## config.mk

```make
export PLATFORM = sky130hd
export DESIGN_NAME = demux_1to16_capture
export DESIGN_NICKNAME = d
export VERILOG_FILES = /design/src/rtl/demux_1to16_capture_pkg.sv /design/src/rtl/demux_1to16_capture.sv
export SDC_FILE = /design/constraint.sdc
export NUM_CORES = 1
export LEC_CHECK = 0
export CELL_PAD_IN_SITES_DETAIL_PLACEMENT = 1
export CELL_PAD_IN_SITES_GLOBAL_PLACEMENT = 2
export CORE_AREA = 2 2 109 69
export DETAILED_ROUTE_END_ITERATION = 10
export DIE_AREA = 0 0 111 71
export PLACE_DENSITY = 0.79
export SLEW_MARGIN = 20
export SYNTH_ARGS = -nofsm -noshare
export SYNTH_HDL_FRONTEND = slang
export SYNTH_SLANG_ARGS = --single-unit
```

## constraint.sdc

```tcl
create_clock -name clk -period 4.7 [get_ports clk]
set_clock_uncertainty 0.05 [all_clocks]
set_input_delay 0.47 -clock clk [delete_from_list [all_inputs] [get_ports clk]]
set_output_delay 0.47 -clock clk [all_outputs]
set_load 0.02 [all_outputs]
```

## src/rtl/demux_1to16_capture_pkg.sv

```systemverilog
// Shared constants for the 1:16 serial demultiplexer/capture block.
package demux_1to16_capture_pkg;

  localparam int DEFAULT_LANES = 16;

  localparam logic [1:0] ST_IDLE = 2'd0;
  localparam logic [1:0] ST_SCAN = 2'd1;
  localparam logic [1:0] ST_HOLD = 2'd2;

  localparam logic MODE_ADDR = 1'b0;
  localparam logic MODE_SCAN = 1'b1;

endpackage

```

## src/rtl/demux_1to16_capture.sv

```systemverilog
// Routes a serial bit stream onto registered lanes, either by external select
// or by an internal scan that assembles whole frames behind a valid/ready handshake.
module demux_1to16_capture
  import demux_1to16_capture_pkg::*;
#(
  parameter  int LANES = DEFAULT_LANES,
  localparam int SEL_W = $clog2(LANES)
) (
  input  logic             clk,
  input  logic             rst,
  input  logic             in,
  input  logic             in_valid,
  input  logic [SEL_W-1:0] sel,
  input  logic             mode,
  input  logic             start,
  output logic [LANES-1:0] out,
  output logic             frame_valid,
  input  logic             frame_ready,
  output logic             busy,
  output logic [SEL_W-1:0] scan_idx,
  output logic             overrun
);

  localparam logic [SEL_W-1:0] LAST_IDX = SEL_W'(LANES - 1);

  logic [1:0]       state;
  logic [LANES-1:0] shadow;

  function automatic logic [LANES-1:0] insert_bit(input logic [LANES-1:0] word,
                                                  input logic [SEL_W-1:0] idx,
                                                  input logic             bit_val);
    logic [LANES-1:0] onehot;
    onehot = '0;
    onehot[idx] = 1'b1;
    insert_bit = (word & ~onehot) | ({LANES{bit_val}} & onehot);
  endfunction

  assign busy = (state != ST_IDLE);

  // Auto-scan fills a hidden shadow so partial frames never reach the lanes.
  always_ff @(posedge clk or posedge rst) begin
    if (rst) begin
      state       <= ST_IDLE;
      out         <= '0;
      shadow      <= '0;
      frame_valid <= 1'b0;
      scan_idx    <= '0;
      overrun     <= 1'b0;
    end else begin
      case (state)
        ST_IDLE: begin
          if (mode == MODE_ADDR) begin
            if (in_valid) out <= insert_bit(out, sel, in);
          end else if (mode == MODE_SCAN && start) begin
            state    <= ST_SCAN;
            scan_idx <= '0;
            overrun  <= 1'b0;
          end
        end
        ST_SCAN: begin
          if (in_valid) begin
            if (scan_idx == LAST_IDX) begin
              out         <= insert_bit(shadow, scan_idx, in);
              frame_valid <= 1'b1;
              scan_idx    <= '0;
              state       <= ST_HOLD;
            end else begin
              shadow   <= insert_bit(shadow, scan_idx, in);
              scan_idx <= scan_idx + 1'b1;
            end
          end
        end
        ST_HOLD: begin
          // Any bit arriving here is dropped; only unacknowledged ones flag overrun.
          if (frame_ready) begin
            frame_valid <= 1'b0;
            if (start) begin
              state    <= ST_SCAN;
              scan_idx <= '0;
              overrun  <= 1'b0;
            end else begin
              state <= ST_IDLE;
            end
          end else if (in_valid) begin
            overrun <= 1'b1;
          end
        end
        default: state <= ST_IDLE;
      endcase
    end
  end

endmodule

```

Yosys cells after proc, flatten, opt, wreduce, memory -nomap -nowiden. Index checks and enable logic that the tools add are counted.

Muxes and demuxes: 33. Equal/unequal tests: 13. $lt $le $gt $ge: 4. Bitwise operators: 9. Reduce and logical (&&, ||, !) cells: 15. Add/subtract/negate cells: 1.

Operators by type and width (number): $and 16x16->16 (4); $mux 16 (4); $not 16->16 (2); $or 16x16->16 (2); $pmux 16 s2 (1); $mux 4 (6); $ne 2x2->1 const B (8); $reduce_and 5->1 (3); $pmux 4 s3 (1); $mux 1 (11); $lt 4x5->1 const B (2); $mux 2 (5); $demux 1 s4 (2); $ge 4x1->1 const B (2); $reduce_bool 2->1 (4); $ne 3x3->1 const B (2); $pmux 2 s3 (1); $reduce_and 6->1 (1); $add 4x1->4 const B (1); $eq 4x4->1 const B (1); $pmux 1 s2 (2); $reduce_and 4->1 (1); $logic_and 1x1->1 (3); $reduce_and 3->1 (1); 5 further kinds (5).

Logic and storage cells: 81. Bits of input ports: 11. Output and inout bits: 23. Register bits: 40.

Logic depth before layout (Yosys ltp).
Word-level depth: 10. Depth in mapped cells: 7. Depth with buffers taken out: 5.

Worst setup path before layout. OpenSTA, ideal clock, no wires.

Path type: reg2reg. From: reg scan_idx[0]. To: reg shadow[1]. Stages on the path, launching flop included: 8. Clock period less this slack: 1.854 ns. Required time: 4.525 ns. Arrival: 1.679 ns. Path buffers: 2. Setup time: 0.125 ns. Path slack: 2.846 ns. Path through: dfrtp_1 > ha_1 > and3_1 > buf_6 > nor2_8 > buf_12 > nand3_2 > mux2_4.

Cells in the longest elaborated chain, start to end: 7. Elaborated cells on any way between the ends: 12. Classes of those cells: order compare: 2; eq/ne: 1; mux: 2; bitwise: 5; reduce/logical: 2.

Ends and longest elaborated chain: start, declared (line demux_1to16_capture.sv:20) `output logic [SEL_W-1:0] scan_idx,`; start signal, assigned (line demux_1to16_capture.sv:69) `scan_idx <= scan_idx + 1'b1;`; $lt 4x5->1 (not written as such) or $ge 4x1->1 (tied branches) (line demux_1to16_capture.sv:34) `onehot[idx] = 1'b1;`; $logic_and 1x1->1 (not written as such) (line demux_1to16_capture.sv:34); $mux 1 (not written as such) (line demux_1to16_capture.sv:34); $demux 1 s4 (line demux_1to16_capture.sv:34); $not 16->16 (line demux_1to16_capture.sv:35) `insert_bit = (word & ~onehot) | ({LANES{bit_val}} & onehot);`; $and 16x16->16 (line demux_1to16_capture.sv:35); $or 16x16->16 (line demux_1to16_capture.sv:35); end signal, assigned (line demux_1to16_capture.sv:68) `shadow <= insert_bit(shadow, scan_idx, in);`; end, declared (line demux_1to16_capture.sv:27) `logic [LANES-1:0] shadow;`.

Several ways; a longest one is shown, not always the timed one. A chain may end at the register's enable or synchronous reset.

==> results.md <==
- The flow ran to the end, and the final reports show no timing, DRC or antenna violations.
- Along the worst path, the maximum fanout reaches 25.
- The mean post-synth cell area is 10.4 um2.
- The number of nets in the finished design is 275.
- The overall routed net length is 6.80 mm.
- In this run the core area contains 24 standard-cell rows.
- The critical path start-end classification is reg2reg.
- The via count of the first global-routing pass was 2039.
- For this run the aggregate overflow at the end of global routing stands at 0.
- For this run, the leading register cell type out of synthesis is dfrtp_1.
- In this run the vertical extent of the chip is 71 um.
- The HPWL after detailed placement is 4.67 mm.
- The number of buffers created by CTS is 5.
- The area share of the largest cell type after synthesis is 39.7%.
- The count of distinct cell types in the synthesized netlist is 46.
- The start point of the worst hold path is shadow[15]$_DFFE_PP0P_.
- After synthesis, the share of cell area in mux cells is 14.1%.
- The worst setup path is launched from a flop.
- The summed negative setup slack over all endpoints is 0 ps.
- For the pin with the worst max-slew slack, the measured transition is 1060 ps.
- Sorting the synthesized cells by area gives the leading types as dfrtp_1 40%, mux2_4 5.4%, mux2i_1 5.2%.
- The maximum VDD drop is 0.284 mV.
- The fraction of registers with async set/reset is 100%.
- The peak per-stage delay on the critical path is 670 ps.
- CTS placed an instance of clkbuf_16 at the clock tree root.
- The I/O pin count is 34.
- The basic-gate share of the synthesized area counting and, or, nand and nor cells is 17.5%.
- The synthesized netlist devotes 0% of its cell area to XOR and XNOR gates.
- The first-pass GRT wire length is 11.4 mm.
- The routed layout has 1971 vias.
- Entering global routing, the biggest net connects 41 pins.
- The number of hold violations in the final report is 0.
- The antenna violation net count after detailed routing is 0.
- After clock tree synthesis, the clock-pin slew on the worst setup and hold paths is 60 ps.
- In the final routed layout, each cell accounts on average for 19.3 um.
- Counting instances in the post-synthesis netlist gives the leading cell types as 40 x dfrtp_1, 19 x a21oi_1, 17 x o21ai_0, 13 x mux2i_1, 13 x o31ai_1.
- The arrival time reported for the critical path endpoint is 2510 ps.
- The compound-cell area share of the yosys netlist is 19.8%.
- From synthesis to final layout, the design area changed by 18.0%.
- Of the synthesized area, sequential elements account for 39.7%.
- The worst register-to-register path has a setup slack of 2280 ps.
- The die covers 7880 um2.
- After technology mapping, the gate count stands at 242.
- Summed over all instances, the cell type with the most area after synthesis is dfrtp_1.
- The minimum clock period after layout is 2420 ps.
- The CTS tree is done.
- The share of the clock period used by the worst path after layout is 51.6%.
- The tool flagged a number of max-cap violations equal to 0.
- The initial antenna violation count is 0.
- The post-CTS repair timing setup buffer count is 0.
- The final setup violation count is 0.
- The type of element capturing the critical path is a flop.
- The synthesized design contains 0 enable-type register cells.
- Of the cells placed in the final design, the portion with a size suffix greater than 1 is 18.0%.
- The number of design rule violations left after detail routing is 0.
- The required time at the endpoint of the critical path is 4780 ps.
- In the routed layout, each cell is associated on average with a via count of 5.60.
- The die is 111 um wide.
- The count of cells along the worst hold path is 0.
- The core footprint is 6940 um2.
- The post-route cell area is 2970 um2.
- The effective utilization at floorplan is 36.3%.
- The number of gates resized after CTS was 0.
- The insertion delay of the later-clocked pin in the worst-skew pair is 280 ps.
- The mapped netlist covers 2520 um2.
- Setup repair after global routing left no endpoint under its margin.
- Input and output buffers added on the ports amount to 33.
- The post-synthesis share of cell area spent on full adders, half adders and majority gates is 1.99%.
- The instance area after placement is 2820 um2.
- Walking the worst path, the cells encountered are nand2b_1, a21oi_1, mux2i_1, o31ai_1.
- Before CTS, the worst setup slack after placement is 2190 ps.
- Across all setup checks in the final design, the least slack found is 2280 ps.
- The routability-driven placement congestion ratio is 0.740.
- The post-synthesis sequential element count is 40.
- The achievable frequency is 412 MHz.
- The path with the worst hold slack has its endpoint at shadow[15]$_DFFE_PP0P_.
- By area, the combinational part of the netlist is dominated by compound AO/OA/AOI/OAI gates.
- The number of hold buffers added after CTS was 0.
- The number of nets produced by synthesis is 257.
- For this run, the number of Yosys warnings is 0.
- Counting every sink on the clock net gives 40.
- The iteration count of the initial detailed-routing pass is 4.
- Counting cells, the worst reg-to-reg path comes to 4.
- For this design the static power due to leakage is 1.26 nW.
- Yosys instantiated no cell more often than dfrtp_1.
- The H-tree level count is 2.
- The total count of max-transition violations in the final report is 0.
- The count of inserted antenna diode cells is 0.
- The detailed router finished its first iteration with 121 violations.
- Headroom to the max-slew limit came out at 29.1%.
- The worst reg2reg path startpoint is state[0]$_DFFE_PP0P_.
- The slowest stage of the critical path is the nand2b_1 cell.
- The power per unit of standard cell area is 640 nW/um2.
- The deepest clock path buffer count is 2.
- The global-route total usage across every layer is 18.3%.
- The min-delay analysis places its worst path in the category reg2reg.
-- cells by family (layout without fill, tap and decap cells) --
logic type	Yosys count	after routing
muxes	30	30
buffers and inverters	29	48
DFF	40	40
adders and majority gates	4	4
AOI/OAI and AO/OA	76	76
and+or+nand+nor	63	63
-- worst max-delay path: cells and delay by family, from the launching register on --
kind | cells | cell delay (ps)
AOI/OAI and AO/OA | 2 | 500
and+or+nand+nor | 1 | 670
muxes | 1 | 380
DFF | 1 | 650
-- final cells by class --
cell class                      count  area (um2)
Fill cell                         771        3960
Sequential cell                    40        1000
Multi-Input combinational cell    173        1350
Inverter                            5        18.8
Clock buffer                        6         139
Tap cell                           91         114
Clock inverter                      2        10.0
Timing Repair Buffer               35         345
-- where the power goes --
group          internal (mW)  switching (mW)
Clock                  0.210           0.147
Combinational          0.420           0.514
Sequential             0.482           0.130
-- how the worst max path moves through the flow --
stage	to	from	slack, ps	depth (start not counted)
after floorplan	shadow[1]$_DFFE_PP0P_	scan_idx[0]$_DFFE_PP0P_	2850	7
after global placement	flop	in_valid	2260	5
after detailed placement	flop	in_valid	2190	5
after CTS	flop	state[0]$_DFFE_PP0P_	2260	4
after global routing	flop	scan_idx[0]$_DFFE_PP0P_	2020	5
final	flop	state[0]$_DFFE_PP0P_	2280	4
-- layer usage --
metal / track usage [%] / wire, um
met5: 0 / 0
met4: 3.75 / 48
met3: 3.26 / 275
met2: 24.5 / 2630
met1: 30.2 / 3850
-- per-stage QoR --
step / utilization, % / std cells / hold WS [ps] / power [mW]
2_1_floorplan: - / 242 / 380 / 1.24
3_3_place_gp: 40.7 / 344 / 321 / 1.53
3_5_place_dp: 40.7 / 344 / 328 / 1.55
4_1_cts: 42.9 / 352 / 344 / 1.91
5_1_grt: 42.9 / 352 / 363 / 2.03
6_report: 42.9 / 352 / 336 / 1.90
-- layout by cell type (no fill, tap or decap), drive strengths merged, types with 3 or more instances in the layout --
| cell type | n |
|---|---|
| inv | 5 |
| or2 | 4 |
| nand2 | 11 |
| nand3 | 14 |
| o21ai | 17 |
| o31ai | 13 |
| ha | 4 |
| nand2b | 4 |
| a31oi | 8 |
| clkdlybuf4s50 | 33 |
| clkbuf | 6 |
| and4 | 3 |
| nor2b | 5 |
| nor2 | 7 |
| mux2 | 17 |
| and3 | 3 |
| nor3 | 3 |
| a21boi | 8 |
| mux2i | 13 |
| a21oi | 21 |
| dfrtp | 40 |
No activity file was read; power rests on OpenSTA's default activity.
